**config.mk**
```make
export PLATFORM = sky130hd
export DESIGN_NAME = game_loop_ctrl
export DESIGN_NICKNAME = d
export VERILOG_FILES = /design/src/rtl/game_pkg.sv /design/src/rtl/frame_delay_counter.sv /design/src/rtl/game_loop_ctrl.sv
export SDC_FILE = /design/constraint.sdc
export NUM_CORES = 1
export LEC_CHECK = 0
export ABC_CLOCK_PERIOD_IN_PS = 4990
export BUFFER_PORTS_ARGS = -buffer_cell sky130_fd_sc_hd__buf_2
export CELL_PAD_IN_SITES_DETAIL_PLACEMENT = 0
export CELL_PAD_IN_SITES_GLOBAL_PLACEMENT = 2
export CORE_MARGIN = 3
export CORE_UTILIZATION = 39
export DETAILED_ROUTE_END_ITERATION = 12
export HOLD_SLACK_MARGIN = 0.05
export PLACE_DENSITY = 0.84
export SLEW_MARGIN = 20
export SYNTH_ARGS = -nofsm -noshare
export SYNTH_HDL_FRONTEND = slang
export SYNTH_HIERARCHICAL = 1
export SYNTH_SLANG_ARGS = --single-unit
```
**constraint.sdc**
```tcl
create_clock -name clock -period 4.99 [get_ports clock]
set_clock_uncertainty 0.2 [all_clocks]
set_input_delay 0.998 -clock clock [delete_from_list [all_inputs] [get_ports clock]]
set_output_delay 0.998 -clock clock [all_outputs]
set_load 0.01 [all_outputs]
```
**src/rtl/game_pkg.sv**
```systemverilog
// Shared encodings for the frame-loop sequencer: FSM state type and a layer-index width helper.
// The state type is also consumed by the datapath debug display.
`default_nettype none

package game_pkg;

    localparam int STATE_W = 3;

    typedef enum logic [STATE_W-1:0] {
        ST_IDLE      = 3'd0,
        ST_ARM       = 3'd1,
        ST_UPDATE    = 3'd2,
        ST_DRAW_REQ  = 3'd3,
        ST_DRAW_WAIT = 3'd4,
        ST_WAIT      = 3'd5,
        ST_END       = 3'd6
    } state_e;

    // Index width for n layers; a single layer still gets a 1-bit port.
    function automatic int layer_width(input int n);
        return (n > 1) ? $clog2(n) : 1;
    endfunction

endpackage

`default_nettype wire

```
**src/rtl/frame_delay_counter.sv**
```systemverilog
// Down-counter for the inter-frame delay: synchronous load, hold, count-down stopping at zero,
// and a zero flag taken straight from the count register.
`default_nettype none

module frame_delay_counter #(
    parameter int CNT_W = 20
) (
    input  logic             clock,
    input  logic             reset,
    input  logic             load_i,
    input  logic [CNT_W-1:0] load_val_i,
    input  logic             dec_i,
    output logic             zero_o
);

    logic [CNT_W-1:0] count_q;

    always_ff @(posedge clock or negedge reset) begin
        if (!reset) begin
            count_q <= '0;
        end else if (load_i) begin
            count_q <= load_val_i;
        end else if (dec_i && (count_q != '0)) begin
            count_q <= count_q - CNT_W'(1);
        end
    end

    assign zero_o = (count_q == '0);

endmodule

`default_nettype wire

```
**src/rtl/game_loop_ctrl.sv**
```systemverilog
// Frame-loop sequencer: start handshake, update pulse, NUM_LAYERS draw passes, frame delay.
// Optional pause input in the delay phase is enabled by defining GAME_LOOP_PAUSE_EN.
`default_nettype none

module game_loop_ctrl
    import game_pkg::*;
#(
    parameter int NUM_LAYERS  = 4,
    parameter int FRAME_TICKS = 833333,
    parameter int CNT_W       = 20,
    parameter int FRAME_W     = 16,
    localparam int LAYER_W    = layer_width(NUM_LAYERS)
) (
    input  logic               clock,
    input  logic               reset,
    input  logic               start,
    input  logic               finish_game,
    input  logic               draw_done,
`ifdef GAME_LOOP_PAUSE_EN
    input  logic               pause,
`endif
    output logic               update,
    output logic               draw_start,
    output logic [LAYER_W-1:0] layer,
    output logic               drawing,
    output logic               game_over,
    output logic [FRAME_W-1:0] frame_count
);

    state_e             state_q, state_d;
    logic [LAYER_W-1:0] layer_q, layer_d;
    logic [FRAME_W-1:0] frame_q, frame_d;
    logic               cnt_load, cnt_dec, cnt_zero;
    logic               hold_wait;
    logic               last_layer;

`ifdef GAME_LOOP_PAUSE_EN
    assign hold_wait = pause;
`else
    assign hold_wait = 1'b0;
`endif

    assign last_layer = (layer_q == LAYER_W'(NUM_LAYERS - 1));

    frame_delay_counter #(
        .CNT_W (CNT_W)
    ) u_delay (
        .clock      (clock),
        .reset      (reset),
        .load_i     (cnt_load),
        .load_val_i (CNT_W'(FRAME_TICKS - 1)),
        .dec_i      (cnt_dec),
        .zero_o     (cnt_zero)
    );

    always_ff @(posedge clock or negedge reset) begin
        if (!reset) begin
            state_q <= ST_IDLE;
            layer_q <= '0;
            frame_q <= '0;
        end else begin
            state_q <= state_d;
            layer_q <= layer_d;
            frame_q <= frame_d;
        end
    end

    always_comb begin
        state_d  = state_q;
        layer_d  = layer_q;
        frame_d  = frame_q;
        cnt_load = 1'b0;
        cnt_dec  = 1'b0;
        case (state_q)
            ST_IDLE: begin
                if (start) state_d = ST_ARM;
            end
            ST_ARM: begin
                if (!start) begin
                    state_d = ST_UPDATE;
                    frame_d = '0;
                end
            end
            ST_UPDATE: begin
                if (finish_game) begin
                    state_d = ST_END;
                end else begin
                    state_d = ST_DRAW_REQ;
                    layer_d = '0;
                end
            end
            ST_DRAW_REQ: begin
                state_d = ST_DRAW_WAIT;
            end
            ST_DRAW_WAIT: begin
                if (draw_done) begin
                    if (last_layer) begin
                        state_d  = ST_WAIT;
                        cnt_load = 1'b1;
                        frame_d  = frame_q + FRAME_W'(1);
                    end else begin
                        state_d = ST_DRAW_REQ;
                        layer_d = layer_q + LAYER_W'(1);
                    end
                end
            end
            ST_WAIT: begin
                // Counter was loaded with FRAME_TICKS-1, so the zero cycle is the last WAIT cycle.
                if (!hold_wait) begin
                    if (cnt_zero) state_d = ST_UPDATE;
                    else          cnt_dec = 1'b1;
                end
            end
            ST_END: begin
                if (start) state_d = ST_ARM;
            end
            default: begin
                state_d = ST_IDLE;
            end
        endcase
    end

    assign update      = (state_q == ST_UPDATE);
    assign draw_start  = (state_q == ST_DRAW_REQ);
    assign drawing     = (state_q == ST_DRAW_REQ) || (state_q == ST_DRAW_WAIT);
    assign game_over   = (state_q == ST_END);
    assign layer       = layer_q;
    assign frame_count = frame_q;

endmodule

`default_nettype wire

```
Word level (Yosys, flattened, before mapping)
Index checks and enable logic that the tools add are counted.

storage, ports and cells
  flip-flop bits (word level) = 41
  input port bits = 5
  output and inout bits = 22
  word-level logic and storage cells = 55

cells by class
  add/sub/neg operators = 3
  eq/ne operators = 14
  multiplexer cells = 22
  reductions and logical operators = 12

operator list
  operator                                                               number
  16-bit two-way mux                                                     3
  20-bit two-way mux                                                     2
  16-bit case mux with 2 select lines                                    1
  20-bit zero test                                                       1
  20-bit nonzero test                                                    1
  20-bit by 1-bit subtractor with 20-bit output, second input constant   1
  3-bit two-way mux                                                      6
  3-bit case mux with 6 select lines                                     1
  16-bit by 1-bit adder with 16-bit output, second input constant        1
  2-bit != test, second input constant                                   6
  4-bit AND reduction                                                    3
  3-bit equality test, second input constant                             3
  3-bit by 2-bit equality test with 1-bit output, second input constant  2
  2-bit two-way mux                                                      3
  2-bit nonzero test                                                     3
  1-bit two-way mux                                                      5
  2-bit case mux with 2 select lines                                     1
  3-bit by 1-bit equality test with 1-bit output, second input constant  1
  3-bit zero test                                                        1
  2-bit by 1-bit adder with 2-bit output, second input constant          1
  2-bit equality test, second input constant                             1
  2-bit by 1-bit != test with 1-bit output, second input constant        1
  2-bit OR reduction                                                     1
  1-bit logical AND                                                      1
  1-bit logical OR                                                       1

Depth between registers and ports, before layout
  word-level depth = 6
  gate-level depth with buffers = 11
  depth with buffers taken out = 10

By module
Netlist, hierarchy kept.

by module, submodules not included
  module               times used  cells each  area an instance (sq um)  seq. area each (sq um)
  frame_delay_counter  1           165         1,411.4                   500.5
  game_loop_ctrl       1           154         1,340.0                   525.5

Worst setup path before layout
No wires, ideal clock.

  path type = flip-flop to flip-flop
  start point = register u_delay.count_q[11]
  end point = register u_delay.count_q[17]
  library setup time = 126 ps
  arrival time = 3,099 ps
  required time = 4,664 ps
  path slack = 1,565 ps
  stages on the path, launching flop included = 11
  buffers on the path = 2
  period minus slack after synthesis = 3,425 ps
  cells stage by stage = dfrtp_1 or4_1 or2_2 clkbuf_1 nor3_2 nor3_1 or3b_2 or2_2 clkbuf_1 o41a_1 a221o_1

on the way
  longest elaborated chain between the ends = 5
  elaborated cells between the ends (all ways) = 9
  classes of those cells = add/sub (1); mux (4); reduce/logical (4)

RTL lines
  item                          line                       source
  from (decl)                   frame_delay_counter.sv:16  logic [CNT_W-1:0] count_q;
  from (signal assigned)        frame_delay_counter.sv:22  count_q <= load_val_i;
  from (signal assigned)        frame_delay_counter.sv:24  count_q <= count_q - CNT_W'(1);
  20-bit zero test              frame_delay_counter.sv:28  assign zero_o = (count_q == '0);
  via cnt_zero                  game_loop_ctrl.sv:33       logic cnt_load, cnt_dec, cnt_zero;
  1-bit two-way mux             game_loop_ctrl.sv:110      if (cnt_zero) state_d = ST_UPDATE;
  1-bit two-way mux             game_loop_ctrl.sv:74       case (state_q)
  via cnt_dec                   game_loop_ctrl.sv:33
  1-bit logical AND             frame_delay_counter.sv:23  end else if (dec_i && (count_q != '0)) begin
  2-bit nonzero test (no line)  -

The timed path passes the listed nets, and every way through them passes these cells. The select of a mux whose other input is x is not followed.
A chain may end at the register's enable or synchronous reset.

Worst setup path after layout
  start point = register u_delay.count_q[4]
  end point = register u_delay.count_q[18]

Same word-level chain as after synthesis.

==> impl_metrics.json <==
{
  "dp_hpwl_um": 4720,
  "port_buffers": 26,
  "syn_to_final_growth_pct": 14.2,
  "antenna_found_initial": 0,
  "ctsRootBufferMaster": "clkbuf_8",
  "synth-xor-area-share": 0.00637,
  "die_w_um": 90.0,
  "routedWlPerCell_um": 15.1,
  "leakagePower_uw": 0.00130,
  "ys_top_cells_by_count": "41 x dfrtp_1, 24 x nor2_1, 23 x nand2_1, 22 x o21ai_0, 18 x a21oi_1",
  "drive_above_1_share": 0.149,
  "post-route-period-util": 0.786,
  "hold_viol": 0,
  "clock.fmax_mhz": 255,
  "yosysTopAreaCellShare": 0.373,
  "cts_tree": "done",
  "cp_data_arrival_time_ns": 3.90,
  "synth_edf_count": 0,
  "hold_buffers": 0,
  "tightestPinTransition_ns": 0.877,
  "layoutNonFillerInstCount": 449,
  "max_slew_margin": 0.414,
  "rows": 29,
  "nets": 364,
  "synth_ff_type": "dfrtp_1",
  "dp.cells": 441,
  "fin_util": 0.476,
  "io_pins": 27,
  "synth_area_leader_cell": "dfrtp_1",
  "timing.final.crit_period_ns": 3.92,
  "final.setup.tns_ns": 0,
  "synth_most_common_cell": "dfrtp_1",
  "synth-seq-cells": 41,
  "yosys-top-cells-area": "dfrtp_1 37%, o21ai_0 4.0%, a21oi_1 3.3%, nor2_1 3.3%, nand2_1 3.1%",
  "synth_top_family_by_area": "simple AND/OR/NAND/NOR gates",
  "start_util": 0.417,
  "status": "complete, no violations",
  "yosys.area_share.simple": 0.293,
  "clk_pin_slew_worst_paths_ns": 0.09,
  "num_vias": 2549,
  "startpoint_type": "flip-flop",
  "cts_buffers": 5,
  "cts_buffer_depth": 2,
  "htreeDepth": 2,
  "power_density_mw_per_mm2": 402,
  "drtIter0Drc": 126,
  "wirelength_um": 6770,
  "drt-vias-per-instance": 5.68,
  "finalSetupViolCount": 0,
  "die_area_mm2": 0.00810,
  "synth.area.mux_share": 0.00409,
  "grt_pass1_vias": 2364,
  "core_mm2": 0.00660,
  "synth_compound_area_frac": 0.256,
  "cts_resized": 0,
  "postCtsSetupBuffers": 0,
  "synth_area_per_cell_um2": 8.63,
  "gr-total-overflow": 0,
  "grt_usage": 0.172,
  "required_ns": 4.97,
  "hold_class": "flip-flop to flip-flop",
  "rsz0062_at_grt": "no",
  "worstSetupPathType": "flip-flop to flip-flop",
  "grt_max_degree": 44,
  "synthAdderAreaFrac": 0.0182,
  "antenna_cells": 0,
  "die_h_um": 90.0,
  "ys_seq_area_frac": 0.373,
  "gp_congestion": 0.779,
  "cap_violations": 0,
  "yosysWarnings": 6,
  "vdd_ir_drop_max_v": 0.000250,
  "slew_violations": 0,
  "drcViolationCount": 0,
  "grt_pass1_wl_um": 11700,
  "netlist_area_mm2": 0.00275,
  "critPathCaptureType": "flip-flop",
  "path_max_fanout": 16,
  "fillers": 705,
  "cts_num_sinks": 41,
  "clkLatencyLatePin_ns": 0.29,
  "async_flop_share": 1.00,
  "netlist_instances": 319,
  "detail-route-antenna-nets": 0,
  "synth.distinct_cells": 67,
  "drt_first_pass_iters": 5
}
==> layout make-up <==
| type | instances | area, um^2 | share of cell area |
|---|---|---|---|
| multi-input cells | 265 | 1670 | 0.532 |
| flip-flops and latches | 41 | 1030 | 0.327 |
| repair buffers | 30 | 163 | 0.0518 |
| well taps | 93 | 116 | 0.0370 |
| clock buffers | 6 | 82.6 | 0.0263 |
| inverters | 12 | 45.0 | 0.0143 |
| clock inverters | 2 | 37.5 | 0.0119 |
==> cell usage in the layout, fill, tap and decap left out, types with 5 or more instances in the layout <==
master,netlist,routed
clkbuf_8,0,6
nand4_1,6,6
buf_4,1,5
buf_2,5,25
and2_1,5,5
nand2_1,23,23
a21oi_1,18,18
o31ai_1,5,5
o21ai_0,22,22
nor2b_1,7,7
conb_1,2,20
nor2_1,24,24
o41ai_1,5,5
nand3_1,14,14
dfrtp_1,41,41
nor3_1,6,6
a31oi_1,7,7
nor4_1,8,8
o311ai_0,5,5
inv_1,11,11
or4_1,8,8
==> worst max-delay path: stages (launching register included) <==
cell and delay [ns]:
dfrtp_1 0.42, or4_1 0.26, or4_1 0.50, nor3_2 0.09, nor3_1 0.51, or4bb_1 0.68
a2111oi_0 0.62, a311oi_1 0.18, a311o_1 0.34
==> layer usage <==
layer  vias up  global-route usage  part of all wire
li1       1291                   -                 -
met1      1218               0.265              0.53
met2        38               0.253              0.43
met3         2              0.0284             0.032
met4         0              0.0319            0.0031
met5         -                   0                 0
==> final timing paths <==
kind	startpoint	endpoint	slack (ns)	depth (start not counted)
min in group asynchronous	reset	u_delay/count_q[14]$_DFFE_PN0P_	0.48	1
worst max register to register	u_delay/count_q[4]$_DFFE_PN0P_	u_delay/count_q[18]$_DFFE_PN0P_	1.07	8
max in group asynchronous	reset	frame_count[0]$_DFFE_PN0P_	3.72	1
worst min-delay path	frame_count[6]$_DFFE_PN0P_	frame_count[6]$_DFFE_PN0P_	0.35	1
worst min register to register	frame_count[6]$_DFFE_PN0P_	frame_count[6]$_DFFE_PN0P_	0.35	1
worst max-delay path	u_delay/count_q[4]$_DFFE_PN0P_	u_delay/count_q[18]$_DFFE_PN0P_	1.07	8
==> cells by family (layout without fill, tap and decap cells) <==
family	after synthesis	count (layout)
AND/OR/NAND/NOR	139	139
AO/OA/AOI/OAI	99	99
flip-flops	41	41
buffers and inverters	31	50
adder cells (fa/ha/maj)	4	4
other	2	20
XOR/XNOR	2	2
multiplexers	1	1
==> flip-flops by register name (all words and copies together) (netlist names) <==
name	count
state_q	3
u_delay/count_q	20
frame_count	16
layer	2
==> metrics by stage <==
step                hold slack, ns  setup slack, ns  power (uW)  cell area [um^2]
floorplan                    0.313             1.57         854              2820
global placement             0.318             1.29         978              3020
detailed placement           0.327             1.08         979              3020
CTS                          0.341             1.06        1280              3140
global route                 0.379            0.664        1370              3140
finish                       0.346             1.07        1260              3140
==> report_power, final <==
group,switching (uW),internal [uW],total (uW)
Sequential,96.8,405,502
Combinational,279,192,471
Clock,127,163,290
Power figures use the tool's default switching activity.
